[src/rtl/gray_frame_loader.sv]
// gray_frame_loader
//
// Upstream stage of the adaptive-thresholding pipeline. Accepts a byte stream
// of RGB888 pixels (R, G, B order, raster order) over a valid/ready handshake,
// converts each pixel to 8-bit luma Y = (77*R + 150*G + 29*B) >> 8 and writes
// it into the grayscale image memory read later by the box filter. `loaded`
// rises once the last pixel of the frame has been written and stays high
// until the next `start` or `reset`.
//
// Ports
//   clock        in   single clock, all logic on the rising edge
//   reset        in   synchronous, active-high
//   start        in   single-cycle pulse that begins loading a frame
//   iByte        in   stream byte
//   iByteValid   in   iByte is valid
//   iSof         in   start-of-frame marker, qualified by the byte handshake
//   oByteReady   out  loader accepts a byte this cycle (LOADING only)
//   oImageCol    out  image memory write column
//   oImageRow    out  image memory write row
//   oImageData   out  luma value to write
//   oImageWren   out  one-cycle write strobe per completed pixel
//   oLoading     out  a frame load is in progress
//   loaded       out  frame complete; sticky
module gray_frame_loader #(
    parameter int WIDTH_BITS  = 8,
    parameter int HEIGHT_BITS = 8,
    parameter int WIDTH       = 2**WIDTH_BITS,
    parameter int HEIGHT      = 2**HEIGHT_BITS,
    parameter int START_POS   = 0,
    parameter int END_POS     = WIDTH*HEIGHT-1
) (
    input  logic                   clock,
    input  logic                   reset,
    input  logic                   start,
    input  logic [7:0]             iByte,
    input  logic                   iByteValid,
    input  logic                   iSof,
    output logic                   oByteReady,
    output logic [WIDTH_BITS-1:0]  oImageCol,
    output logic [HEIGHT_BITS-1:0] oImageRow,
    output logic [7:0]             oImageData,
    output logic                   oImageWren,
    output logic                   oLoading,
    output logic                   loaded
);

    localparam int POS_W = WIDTH_BITS + HEIGHT_BITS;
    localparam logic [POS_W-1:0] START_P = POS_W'(START_POS);
    localparam logic [POS_W-1:0] END_P   = POS_W'(END_POS);

    typedef enum logic [1:0] {
        IDLE    = 2'd0,
        LOADING = 2'd1,
        DONE    = 2'd2
    } state_t;

    state_t                  state_reg;
    logic [1:0]              phase_reg;
    logic [POS_W-1:0]        pos_reg;
    logic [7:0]              r_reg;
    logic [7:0]              g_reg;
    logic                    ready_reg;
    logic                    wren_reg;
    logic [7:0]              data_reg;
    logic [WIDTH_BITS-1:0]   col_reg;
    logic [HEIGHT_BITS-1:0]  row_reg;
    logic                    loading_reg;
    logic                    loaded_reg;

    logic                    accept;
    logic [15:0]             luma_sum;

    assign accept = iByteValid && ready_reg;

    // Operands zero-extended to 16 bits; the largest possible sum is
    // 255*256 = 65280, so the 16-bit sum never overflows.
    always_comb begin
        luma_sum = 16'd77  * {8'd0, r_reg}
                 + 16'd150 * {8'd0, g_reg}
                 + 16'd29  * {8'd0, iByte};
    end

    always_ff @(posedge clock) begin
        if (reset) begin
            state_reg   <= IDLE;
            phase_reg   <= 2'd0;
            pos_reg     <= START_P;
            r_reg       <= 8'd0;
            g_reg       <= 8'd0;
            ready_reg   <= 1'b0;
            wren_reg    <= 1'b0;
            data_reg    <= 8'd0;
            col_reg     <= '0;
            row_reg     <= '0;
            loading_reg <= 1'b0;
            loaded_reg  <= 1'b0;
        end else begin
            wren_reg <= 1'b0;
            case (state_reg)
                IDLE, DONE: begin
                    // `loaded`/`oLoading` follow the DONE state one cycle
                    // later, so the final write pulse still sees oLoading=1.
                    if (state_reg == DONE) begin
                        loading_reg <= 1'b0;
                        loaded_reg  <= 1'b1;
                    end
                    if (start) begin
                        state_reg   <= LOADING;
                        ready_reg   <= 1'b1;
                        loading_reg <= 1'b1;
                        loaded_reg  <= 1'b0;
                        pos_reg     <= START_P;
                        phase_reg   <= 2'd0;
                    end
                end
                LOADING: begin
                    if (accept) begin
                        if (iSof) begin
                            // Resync: this byte is R of the first pixel, any
                            // partially collected pixel is dropped.
                            r_reg     <= iByte;
                            phase_reg <= 2'd1;
                            pos_reg   <= START_P;
                        end else begin
                            case (phase_reg)
                                2'd0: begin
                                    r_reg     <= iByte;
                                    phase_reg <= 2'd1;
                                end
                                2'd1: begin
                                    g_reg     <= iByte;
                                    phase_reg <= 2'd2;
                                end
                                default: begin
                                    data_reg  <= luma_sum[15:8];
                                    col_reg   <= pos_reg[WIDTH_BITS-1:0];
                                    row_reg   <= pos_reg[POS_W-1:WIDTH_BITS];
                                    wren_reg  <= 1'b1;
                                    phase_reg <= 2'd0;
                                    if (pos_reg == END_P) begin
                                        // Last pixel: stop accepting, keep pos.
                                        state_reg <= DONE;
                                        ready_reg <= 1'b0;
                                    end else begin
                                        pos_reg <= pos_reg + 1'b1;
                                    end
                                end
                            endcase
                        end
                    end
                end
                default: begin
                    state_reg <= IDLE;
                    ready_reg <= 1'b0;
                end
            endcase
        end
    end

    assign oByteReady = ready_reg;
    assign oImageWren = wren_reg;
    assign oImageData = data_reg;
    assign oImageCol  = col_reg;
    assign oImageRow  = row_reg;
    assign oLoading   = loading_reg;
    assign loaded     = loaded_reg;

endmodule

[config.mk]
export PLATFORM = sky130hd
export DESIGN_NAME = gray_frame_loader
export DESIGN_NICKNAME = d
export VERILOG_FILES = /design/src/rtl/gray_frame_loader.sv
export SDC_FILE = /design/constraint.sdc
export NUM_CORES = 1
export LEC_CHECK = 0
export ABC_AREA = 1
export ABC_CLOCK_PERIOD_IN_PS = 17200
export BUFFER_PORTS_ARGS = -buffer_cell sky130_fd_sc_hd__buf_2
export CAP_MARGIN = 20
export CORE_MARGIN = 5
export CORE_UTILIZATION = 45
export CTS_CLUSTER_DIAMETER = 100
export DETAILED_ROUTE_END_ITERATION = 7
export SYNTH_ARGS = -nofsm -noshare
export SYNTH_HDL_FRONTEND = slang
export SYNTH_SLANG_ARGS = --single-unit
[constraint.sdc]
create_clock -name clock -period 17.2 [get_ports clock]
set_input_delay 0 -clock clock [delete_from_list [all_inputs] [get_ports clock]]
set_output_delay 0 -clock clock [all_outputs]
set_load 0.05 [all_outputs]
### Word-level counts from Yosys, hierarchy flattened

Index checks and enable logic that the tools add are counted.

* output and inout port bits: 28
* logic and storage cells: 79
* bits of input ports: 13
* register bits after elaboration: 64

* bitwise logic cells: 4
* multiply operators: 3
* multiplexer cells: 30
* equal/unequal tests: 11
* reduce and logical (&&, ||, !) cells: 16
* $add $sub $neg: 3

Operators by type and width (number)
* 16-bit two-way mux: 5
* 16-bit one-hot mux with 2 select lines: 1
* 7-bit by 8-bit multiplier with 15-bit output (first input constant): 2
* 15-bit by 16-bit adder with 16-bit output: 1
* 16-bit by 1-bit adder with 16-bit output (second input constant): 1
* 16-bit by 13-bit adder with 16-bit output: 1
* 16-bit == test (second input constant): 1
* 2-bit two-way mux: 8
* 8-bit two-way mux: 2
* 5-bit by 8-bit multiplier with 13-bit output (first input constant): 1
* 2-bit one-hot mux with 2 select lines: 3
* 1-bit two-way mux: 10
* 2-bit != test (second input constant): 5
* 5-bit AND reduction: 2
* 4-bit AND reduction: 2
* 3-bit != test (second input constant): 2
* 3-bit AND reduction: 2
* 2-bit nonzero test: 3
* 2-bit by 1-bit == test with 1-bit output (second input constant): 2
* 2-bit logical NOT: 2
* 1-bit inverter: 4
* 2-bit OR reduction: 2
* 4-bit OR reduction: 1
* 2-bit == test (second input constant): 1
* other kinds (3): 3

### Logic depth before layout (Yosys ltp)

Gate-level depths: netlist of the first run.

* depth after elaboration: 6
* depth in mapped cells: 29
* depth with buffers taken out: 29

### Least setup slack after synthesis of the first run

Ideal clock, no wire load.

* kind: reg-to-reg
* from: reg g_reg[4]
* to: reg data_reg[6] (netlist: oImageData[6])
* cell stages (with the launch flop): 27
* arrival time: 5.577 ns
* period minus slack after synthesis: 5.686 ns
* path buffers: 0
* library setup time: 0.109 ns
* setup slack: 11.514 ns
* required time: 17.091 ns
* path through: dfxtp_1 > ha_1 > ha_1 > inv_1 > fa_1 > fa_1 > inv_1 > ha_1 > nand2_1 > nand2_1 > a31oi_1 > xnor2_1 > ha_1 > fa_1 > inv_1 > fa_1 > fa_1 > inv_1 > ha_1 > a21oi_1 > o21ai_0 > a21oi_1 > nand2_1 > nand2_1 > nand3_1 > nand2_1 > inv_1

* word-level cells in the longest chain between the ends: 3

RTL lines
* start, declared: RTL line 61 `logic [7:0] g_reg;`
* start signal, assigned: RTL line 131 `g_reg <= iByte;`
* 7-bit by 8-bit multiplier with 15-bit output: RTL line 79 `+ 16'd150 * {8'd0, g_reg}`
* 15-bit by 16-bit adder with 16-bit output: RTL line 79
* 16-bit by 13-bit adder with 16-bit output: RTL line 80 `+ 16'd29 * {8'd0, iByte};`
* end signal, assigned: RTL line 135 `data_reg <= luma_sum[15:8];`
* end, declared: RTL line 64 `logic [7:0] data_reg;`

Every way passes these cells.
A chain may end at the register's enable or synchronous reset.

### Final worst setup path of the first run

Ends and elaborated chain as after synthesis.

==> results.json, run 1 <==
{
  "status": "complete, no violations",
  "port_buffers": 40,
  "final_common_cell": "inv_1",
  "postCtsSetupBuffers": 0,
  "dp.cells": 1010,
  "overflow": 0,
  "syn_avg_cell_area_um2": 7.69,
  "drc_errors": 0,
  "synth_edf_count": 0,
  "max_freq_mhz": 165,
  "post_route_cells_drive_above_1_share_pct": 11.0,
  "setup_tns_ns": 0,
  "fin_crit_ns": 6.07,
  "io_pins": 41,
  "cp_max_fo": 5,
  "start_util_pct": 45.2,
  "synth_cell_type_count": 39,
  "grt_util_all_layers_pct": 19.6,
  "clock_sinks": 64,
  "cts_made_buffers": 9,
  "tightest_slew_ns": 0.721,
  "hold_violations": 0,
  "die_y_um": 127,
  "stdcell_count": 1027,
  "grt_setup_unrepaired": "false",
  "worstPathRequired_ns": 17.44,
  "post-route-cell-area_um2": 6880,
  "layout.nets": 995,
  "p_leak_uw": 0.00357,
  "post-route-period-util_pct": 35.3,
  "postSynth.asyncResetShare_pct": 0,
  "synth_nets": 960,
  "first_global_vias": 5424,
  "first_pass_iters": 5,
  "worst_setup_path_start_kind": "flip-flop",
  "clk_path_buf_depth": 2,
  "setup.worst_path.class": "flip-flop to flip-flop",
  "synth_seq_cells": 64,
  "core_area_um2": 13700,
  "drtIter0Drc": 366,
  "multi_input_area_um2": 4240,
  "grt_pass1_wl_um": 25800,
  "max_stage_delay_ns": 0.54,
  "wl_per_cell_um": 14.3,
  "cap_violations": 0,
  "end_kind": "flip-flop",
  "max_slew_margin_pct": 51.9,
  "seq_area_frac_synth_pct": 20.6,
  "grt_max_degree": 45,
  "syn_area_um2": 6210,
  "finClkSkew_ns": 0.0101,
  "yosysWarnings": 0,
  "slew_violations": 0,
  "clk_pin_slew_ns": 0.06,
  "cts_tree": "built",
  "dieArea_um2": 16200,
  "p_per_area_nw_per_um2": 79.4,
  "final_cell_mix": "inv_1, nand2_1, ha_1, nor2_1, dfxtp_1",
  "synthFlopType": "dfxtp_1",
  "fillers": 1377,
  "final-seq-area_um2": 1280,
  "cts_htree_levels": 3,
  "dieWidth_um": 127,
  "cts_root_buffer": "clkbuf_16",
  "cpMaxStageDelayCell": "fa_1",
  "viasPerCell": 5.13,
  "n_antenna_cell": 0,
  "hpwl_um": 11700,
  "fp-row-count": 43,
  "largest_reg_flops": 16,
  "wl_um": 14700,
  "ant_nets": 0,
  "grt_antenna_before_repair": 0,
  "synthCells": 807,
  "area_growth_pct": 10.8,
  "gp_congestion": 0.884,
  "hold_slack_ns": 0.0440,
  "insertion_delay_ns": 0.34,
  "ir_worst_vdd_v": 0.0000502,
  "hp-class": "input pin to flip-flop",
  "vias": 5265,
  "post_dp_cell_area_um2": 6540,
  "crit_arrival_ns": 6.31,
  "finalSetupViolCount": 0
}
[report_power, final]
part           leakage, uW  internal (uW)  switching, uW
registers         0.000517            150           1.86
logic              0.00289           68.4            122
clock network     0.000157            128           75.8
total              0.00357            347            199
[final timing paths]
check,from,to,slack [ns],cells after the start
max,g_reg[4],oImageData[6],11.13,26
min,iByte[6],g_reg[6],0.04,3
max reg2reg,g_reg[4],oImageData[6],11.13,26
min reg2reg,oLoading,oLoading,0.46,2
[logic make-up after synthesis]
kind of cell               count (synthesis)  synth area share, %
and+or+nand+nor                          295                 20.9
buffers and inverters                    175                 11.1
adders and majority gates                140                 34.9
AOI/OAI and AO/OA                        119                 10.5
DFF                                       64                 20.6
xor gates and xnor gates                  14                 1.98
[layer usage]
metal  vias up  wire length, um  global-route usage [%]
li1       2656                -                       -
met5         -                0                       0
met3        31              822                    4.18
met2       131             6570                    30.9
met1      2447             6870                    26.3
met4         0              426                    7.63
[what timing repair did]
action                                 in CTS  in global routing
setup endpoints to repair                   0                  0
resized for setup                           0                  0
hold buffers                                1                  0
endpoints found under the hold margin       1                  0
[metrics by stage]
| stage | power (uW) | util (%) | setup slack, ns |
|---|---|---|---|
| 2_1_floorplan | 305 | - | 11.51 |
| 3_3_place_gp | 345 | 47.7 | 11.26 |
| 3_5_place_dp | 347 | 47.7 | 11.15 |
| 4_1_cts | 554 | 50.1 | 11.11 |
| 5_1_grt | 595 | 50.1 | 10.74 |
| 6_report | 546 | 50.1 | 11.13 |
[cells in the mapped netlist (5+ instances only)]
library cell | instances | area (um2)
a21oi_1 | 59 | 295
a21oi_2 | 5 | 43.8
buf_2 | 7 | 35.0
clkbuf_1 | 8 | 30.0
dfxtp_1 | 64 | 1280
fa_1 | 55 | 1100
ha_1 | 85 | 1060
inv_1 | 141 | 529
inv_2 | 14 | 52.6
nand2_1 | 124 | 465
nand3_1 | 57 | 285
nand4_1 | 9 | 56.3
nor2_1 | 76 | 285
nor3_1 | 9 | 45.0
o21ai_0 | 12 | 60.1
o21ai_1 | 32 | 160
xnor2_1 | 6 | 52.6
xor2_1 | 8 | 70.1
[cell type report]
cell class / instances / area share (%)
clock inverters: 7 / 1.49
multi-input cells: 568 / 61.6
inverters: 157 / 8.57
well taps: 180 / 3.27
repair buffers: 42 / 3.17
clock buffers: 9 / 3.27
flip-flops and latches: 64 / 18.6
[critical path: cells and delay by family (launching register included)]
| kind | cells | cell delay (ns) |
|---|---|---|
| flip-flops | 1 | 0.42 |
| buffers and inverters | 5 | 0.21 |
| AND/OR/NAND/NOR | 6 | 0.39 |
| XOR/XNOR | 1 | 0.15 |
| AO/OA/AOI/OAI | 4 | 0.74 |
| adder cells (fa/ha/maj) | 10 | 4.04 |
(Power assumes the default switching activity.)
==> inputs of run 2 (changes only) <==
--- a/config.mk
+++ b/config.mk
@@ -6,7 +6,7 @@
 export NUM_CORES = 1
 export LEC_CHECK = 0
 export ABC_AREA = 1
-export ABC_CLOCK_PERIOD_IN_PS = 17200
+export ABC_CLOCK_PERIOD_IN_PS = 6260
 export BUFFER_PORTS_ARGS = -buffer_cell sky130_fd_sc_hd__buf_2
 export CAP_MARGIN = 20
 export CORE_MARGIN = 5
==> constraint.sdc (replaced) <==
create_clock -name clock -period 6.26 [get_ports clock]
set_input_delay 0 -clock clock [delete_from_list [all_inputs] [get_ports clock]]
set_output_delay 0 -clock clock [all_outputs]
set_load 0.05 [all_outputs]
==> results.json, run 2 (synthesis gave the netlist of run 1 again) <==
{
  "regToRegSetupSlack_ns": 0.44,
  "setup.worst_path.class": "flip-flop to flip-flop",
  "fin_crit_ns": 5.82,
  "final_cell_mix": "inv_1, nand2_1, ha_1, nor2_1, dfxtp_1",
  "ir_worst_vdd_v": 0.000164,
  "first_global_vias": 5333,
  "largest_reg_flops": 16,
  "hpwl_um": 11700,
  "r2r_cells": 27,
  "io_pins": 41,
  "gp_congestion": 0.890,
  "finalSetupViolCount": 0,
  "port_buffers": 40,
  "layout.nets": 996,
  "cts_tree": "built",
  "tightest_slew_ns": 0.722,
  "overflow": 0,
  "post-route-period-util_pct": 93.0,
  "cp_max_fo": 6,
  "cap_violations": 0,
  "fp-row-count": 43,
  "slew_violations": 0,
  "start_util_pct": 45.2,
  "die_y_um": 127,
  "worst_setup_path_start_kind": "flip-flop",
  "crit_arrival_ns": 6.06,
  "hold_slack_ns": 0.0470,
  "final_common_cell": "inv_1",
  "drc_errors": 0,
  "hold_violations": 0,
  "grt_max_degree": 45,
  "dp_slack_ns": 0.204,
  "clock_sinks": 64,
  "drtIter0Drc": 308,
  "viasPerCell": 5.14,
  "wl_um": 14700,
  "first_pass_iters": 6,
  "dieArea_um2": 16200,
  "area_growth_pct": 11.4,
  "postCtsSetupBuffers": 0,
  "p_leak_uw": 0.00357,
  "worstPathRequired_ns": 6.50,
  "clk_pin_slew_ns": 0.05,
  "holdPathStages": 3,
  "vias": 5282,
  "p_per_area_nw_per_um2": 217,
  "cts_root_buffer": "clkbuf_16",
  "cts_made_buffers": 9,
  "wl_per_cell_um": 14.3,
  "finClkSkew_ns": 0.00581,
  "end_kind": "flip-flop",
  "core_area_um2": 13700,
  "clk_path_buf_depth": 2,
  "status": "complete, no violations",
  "grt_antenna_before_repair": 0,
  "setup_tns_ns": 0,
  "n_antenna_cell": 0,
  "dieWidth_um": 127,
  "grt_pass1_wl_um": 25400,
  "grt_util_all_layers_pct": 19.4,
  "ant_nets": 0,
  "post_route_cells_drive_above_1_share_pct": 11.8,
  "max_slew_margin_pct": 51.9,
  "insertion_delay_ns": 0.34,
  "cts_htree_levels": 3,
  "max_freq_mhz": 172,
  "setup_ws_ns": 0.437,
  "hp-class": "input pin to flip-flop"
}
-- run 2: cell types whose count changed in the layout (fill, tap and decap cells not counted), moves of 2 or more --
cell	previous run	this run
ha_1	85	83
ha_4	0	2
a21oi_2	5	7
clkbuf_1	0	2
inv_6	2	0
a21oi_1	59	57
dfxtp_1	64	61
dfxtp_2	0	3
-- run 2: metal layers --
metal	routed length (um)	track usage (%)	part of all wire, %
met3	474	2.84	3.2
met5	0	0	0
met2	6790	32.1	46
met1	7170	26.4	49
met4	250	5.49	1.7
-- run 2: power breakdown --
group / internal (uW) / total (uW) / switching [uW]
sequential: 412 / 417 / 5.13
clock: 349 / 539 / 191
combinational: 199 / 545 / 346
-- run 2: worst paths after layout --
| check | end | from |
|---|---|---|
| worst min-delay path | g_reg[0] | iByte[0] |
| worst max-delay path | oImageData[7] | g_reg[3] |
| worst min register to register | oLoading | oLoading |
| worst max register to register | oImageData[7] | g_reg[3] |
-- run 2: final cells by class --
class,count,area [um2]
tap,180,225
clock buffer,11,233
multi-input combinational,568,4280
fill,1333,6800
timing repair buffer,43,225
clock inverter,5,81.3
sequential,64,1280
inverter,157,589
-- run 2: timing repair --
action,in CTS,in global routing
endpoints found under the hold margin,1,0
endpoints found under the setup margin,0,7
hold buffers,1,0
resized for setup,0,10
-- run 2: through the flow --
step | cells | power, uW | util, % | area (um2)
detailed placement | 1011 | 953 | 47.7 | 6550
CTS | 1028 | 1500 | 50.1 | 6870
global route | 1028 | 1630 | 50.4 | 6920
finish | 1028 | 1500 | 50.4 | 6920
global placement | 1011 | 946 | 47.7 | 6550
floorplan | 807 | 839 | - | 6210
-- run 2: worst max-delay path, stage by stage, from the launching register on --
cell,delay (ns)
dfxtp_2,0.35
ha_1,0.30
ha_1,0.28
ha_1,0.28
inv_1,0.05
fa_1,0.49
inv_1,0.04
ha_1,0.38
a21oi_2,0.21
xnor2_2,0.13
fa_1,0.45
fa_1,0.51
inv_1,0.05
fa_1,0.46
fa_1,0.54
inv_1,0.04
ha_1,0.35
nand2_1,0.11
inv_2,0.09
nand2_1,0.07
nor3_1,0.13
nand2_1,0.08
nand2_1,0.08
inv_1,0.04
nand2_1,0.05
nand3_1,0.06
nand2_1,0.07
inv_1,0.03
==> inputs of run 3 (changes only) <==
--- a/config.mk
+++ b/config.mk
@@ -9,8 +9,8 @@
 export ABC_CLOCK_PERIOD_IN_PS = 6260
 export BUFFER_PORTS_ARGS = -buffer_cell sky130_fd_sc_hd__buf_2
 export CAP_MARGIN = 20
-export CORE_MARGIN = 5
 export CORE_UTILIZATION = 45
+export CTS_BUF_LIST = sky130_fd_sc_hd__clkbuf_4
 export CTS_CLUSTER_DIAMETER = 100
 export DETAILED_ROUTE_END_ITERATION = 7
 export SYNTH_ARGS = -nofsm -noshare
==> results.json, run 3 (synthesis gave the netlist of run 1 again) <==
{
  "die_y_um": 119,
  "io_pins": 41,
  "drc_errors": 0,
  "regToRegStartpoint": "g_reg[4]",
  "final_common_cell": "inv_1",
  "holdPathStages": 2,
  "p_leak_uw": 0.00355,
  "grt_setup_unrepaired": "false",
  "max_freq_mhz": 170,
  "min_to": "pos_reg[1]",
  "wl_per_cell_um": 14.5,
  "final_cell_mix": "inv_1, nand2_1, ha_1, nor2_1, dfxtp_1",
  "layout.nets": 1005,
  "cts_tree": "built",
  "ir_worst_vdd_v": 0.000101,
  "finalSetupViolCount": 0,
  "end_kind": "flip-flop",
  "overflow": 0,
  "grt_max_degree": 45,
  "area_growth_pct": 10.8,
  "grt_antenna_before_repair": 1,
  "max_slew_margin_pct": 51.2,
  "setup_tns_ns": 0,
  "dieWidth_um": 119,
  "setup.worst_path.class": "flip-flop to flip-flop",
  "r2r_cells": 25,
  "max_stage_delay_ns": 0.54,
  "finClkSkew_ns": 0.0151,
  "grt_pass1_wl_um": 25800,
  "start_util_pct": 46.5,
  "tightest_slew_ns": 0.732,
  "largest_reg_flops": 16,
  "clk_pin_slew_ns": 0.14,
  "ant_nets": 0,
  "setup_ws_ns": 0.368,
  "slew_violations": 0,
  "first_pass_iters": 5,
  "p_per_area_nw_per_um2": 197,
  "core_area_um2": 13300,
  "cts_root_buffer": "clkbuf_4",
  "fp-row-count": 42,
  "reg2reg_to": "oImageData[6]",
  "min_from": "reset",
  "crit_arrival_ns": 6.26,
  "dp_slack_ns": 0.162,
  "dieArea_um2": 14300,
  "cp_max_fo": 5,
  "regToRegSetupSlack_ns": 0.37,
  "drtIter0Drc": 330,
  "postCtsSetupBuffers": 0,
  "hp-class": "input pin to flip-flop",
  "port_buffers": 40,
  "grt_util_all_layers_pct": 23.1,
  "fin_crit_ns": 5.89,
  "hpwl_um": 11700,
  "first_global_vias": 5448,
  "cpMaxStageDelayCell": "fa_1",
  "cts_made_buffers": 9,
  "worstPathRequired_ns": 6.62,
  "worst_setup_path_start_kind": "flip-flop",
  "viasPerCell": 5.11,
  "vias": 5285,
  "clock_sinks": 64,
  "insertion_delay_ns": 0.45,
  "hold_violations": 0,
  "status": "complete, no violations",
  "wl_um": 14900,
  "cts_htree_levels": 3,
  "gp_congestion": 0.888,
  "clk_path_buf_depth": 2,
  "post_route_cells_drive_above_1_share_pct": 12.0,
  "cap_violations": 0,
  "post-route-period-util_pct": 94.1
}
==> run 3: cell types whose count changed in the layout (fill, tap and decap cells not counted), moves of 2 or more <==
| cell | change |
|---|---|
| dlygate4sd3_1 | +9 |
| clkbuf_16 | -9 |
| clkbuf_4 | +9 |
| clkbuf_1 | -2 |
==> run 3: per-layer routing <==
metal	routed length [um]	GRT usage, %	vias to the layer above
met5	0	0	-
met4	242	6.88	0
met3	814	4.65	22
met2	6770	37.9	116
met1	7120	30.6	2480
li1	-	-	2667
==> run 3: worst max path at each step <==
stage,start,endpoint,slack (ns),depth (start not counted)
after detailed placement,g_reg[4],oImageData[6],0.16,25
final,g_reg[4],oImageData[6],0.37,25
after CTS,g_reg[4],oImageData[6],0.13,25
after global routing,g_reg[4],oImageData[6],0.03,25
after global placement,g_reg[4],oImageData[6],0.32,26
after floorplan,g_reg[4],oImageData[6],0.57,26
==> run 3: power by group <==
group / leakage [uW] / total, uW / internal [uW] / switching, uW
Sequential: 0.000518 / 416 / 411 / 5.13
Clock: 0.000103 / 402 / 207 / 195
Combinational: 0.00293 / 538 / 194 / 344
==> run 3: area by class of cell <==
class | count | area (um2)
antenna | 1 | 2.50
multi-input combinational | 568 | 4270
inverter | 157 | 589
tap | 176 | 220
sequential | 64 | 1280
clock inverter | 7 | 128
clock buffer | 9 | 67.6
fill | 1319 | 6470
timing repair buffer | 52 | 315
==> run 3: critical path, delay by kind of cell (launching register included) <==
kind | cells | cell delay (ns)
xor+xnor | 1 | 0.14
buf+inv | 5 | 0.23
compound gates | 1 | 0.17
fa+ha+maj | 10 | 3.98
flops | 1 | 0.37
simple gates | 8 | 0.90
==> run 3: what timing repair did <==
| action | 4_1_cts | 5_1_grt |
|---|---|---|
| setup endpoints to repair | 0 | 5 |
| hold endpoints to repair | 27 | 0 |
| hold buffers | 10 | 0 |
| resized for setup | 0 | 9 |
==> run 3: per-stage QoR <==
stage / utilization (%) / hold WS [ns] / power, uW / instance area, um2 / cells
after CTS: 51.2 / 0.0189 / 1360 / 6840 / 1033
after global placement: 49.0 / 0.226 / 947 / 6540 / 1007
after detailed placement: 49.0 / 0.227 / 952 / 6540 / 1007
after global routing: 51.5 / 0.0465 / 1480 / 6880 / 1034
final: 51.5 / 0.0454 / 1360 / 6880 / 1034
after floorplan: - / 0.101 / 839 / 6210 / 807
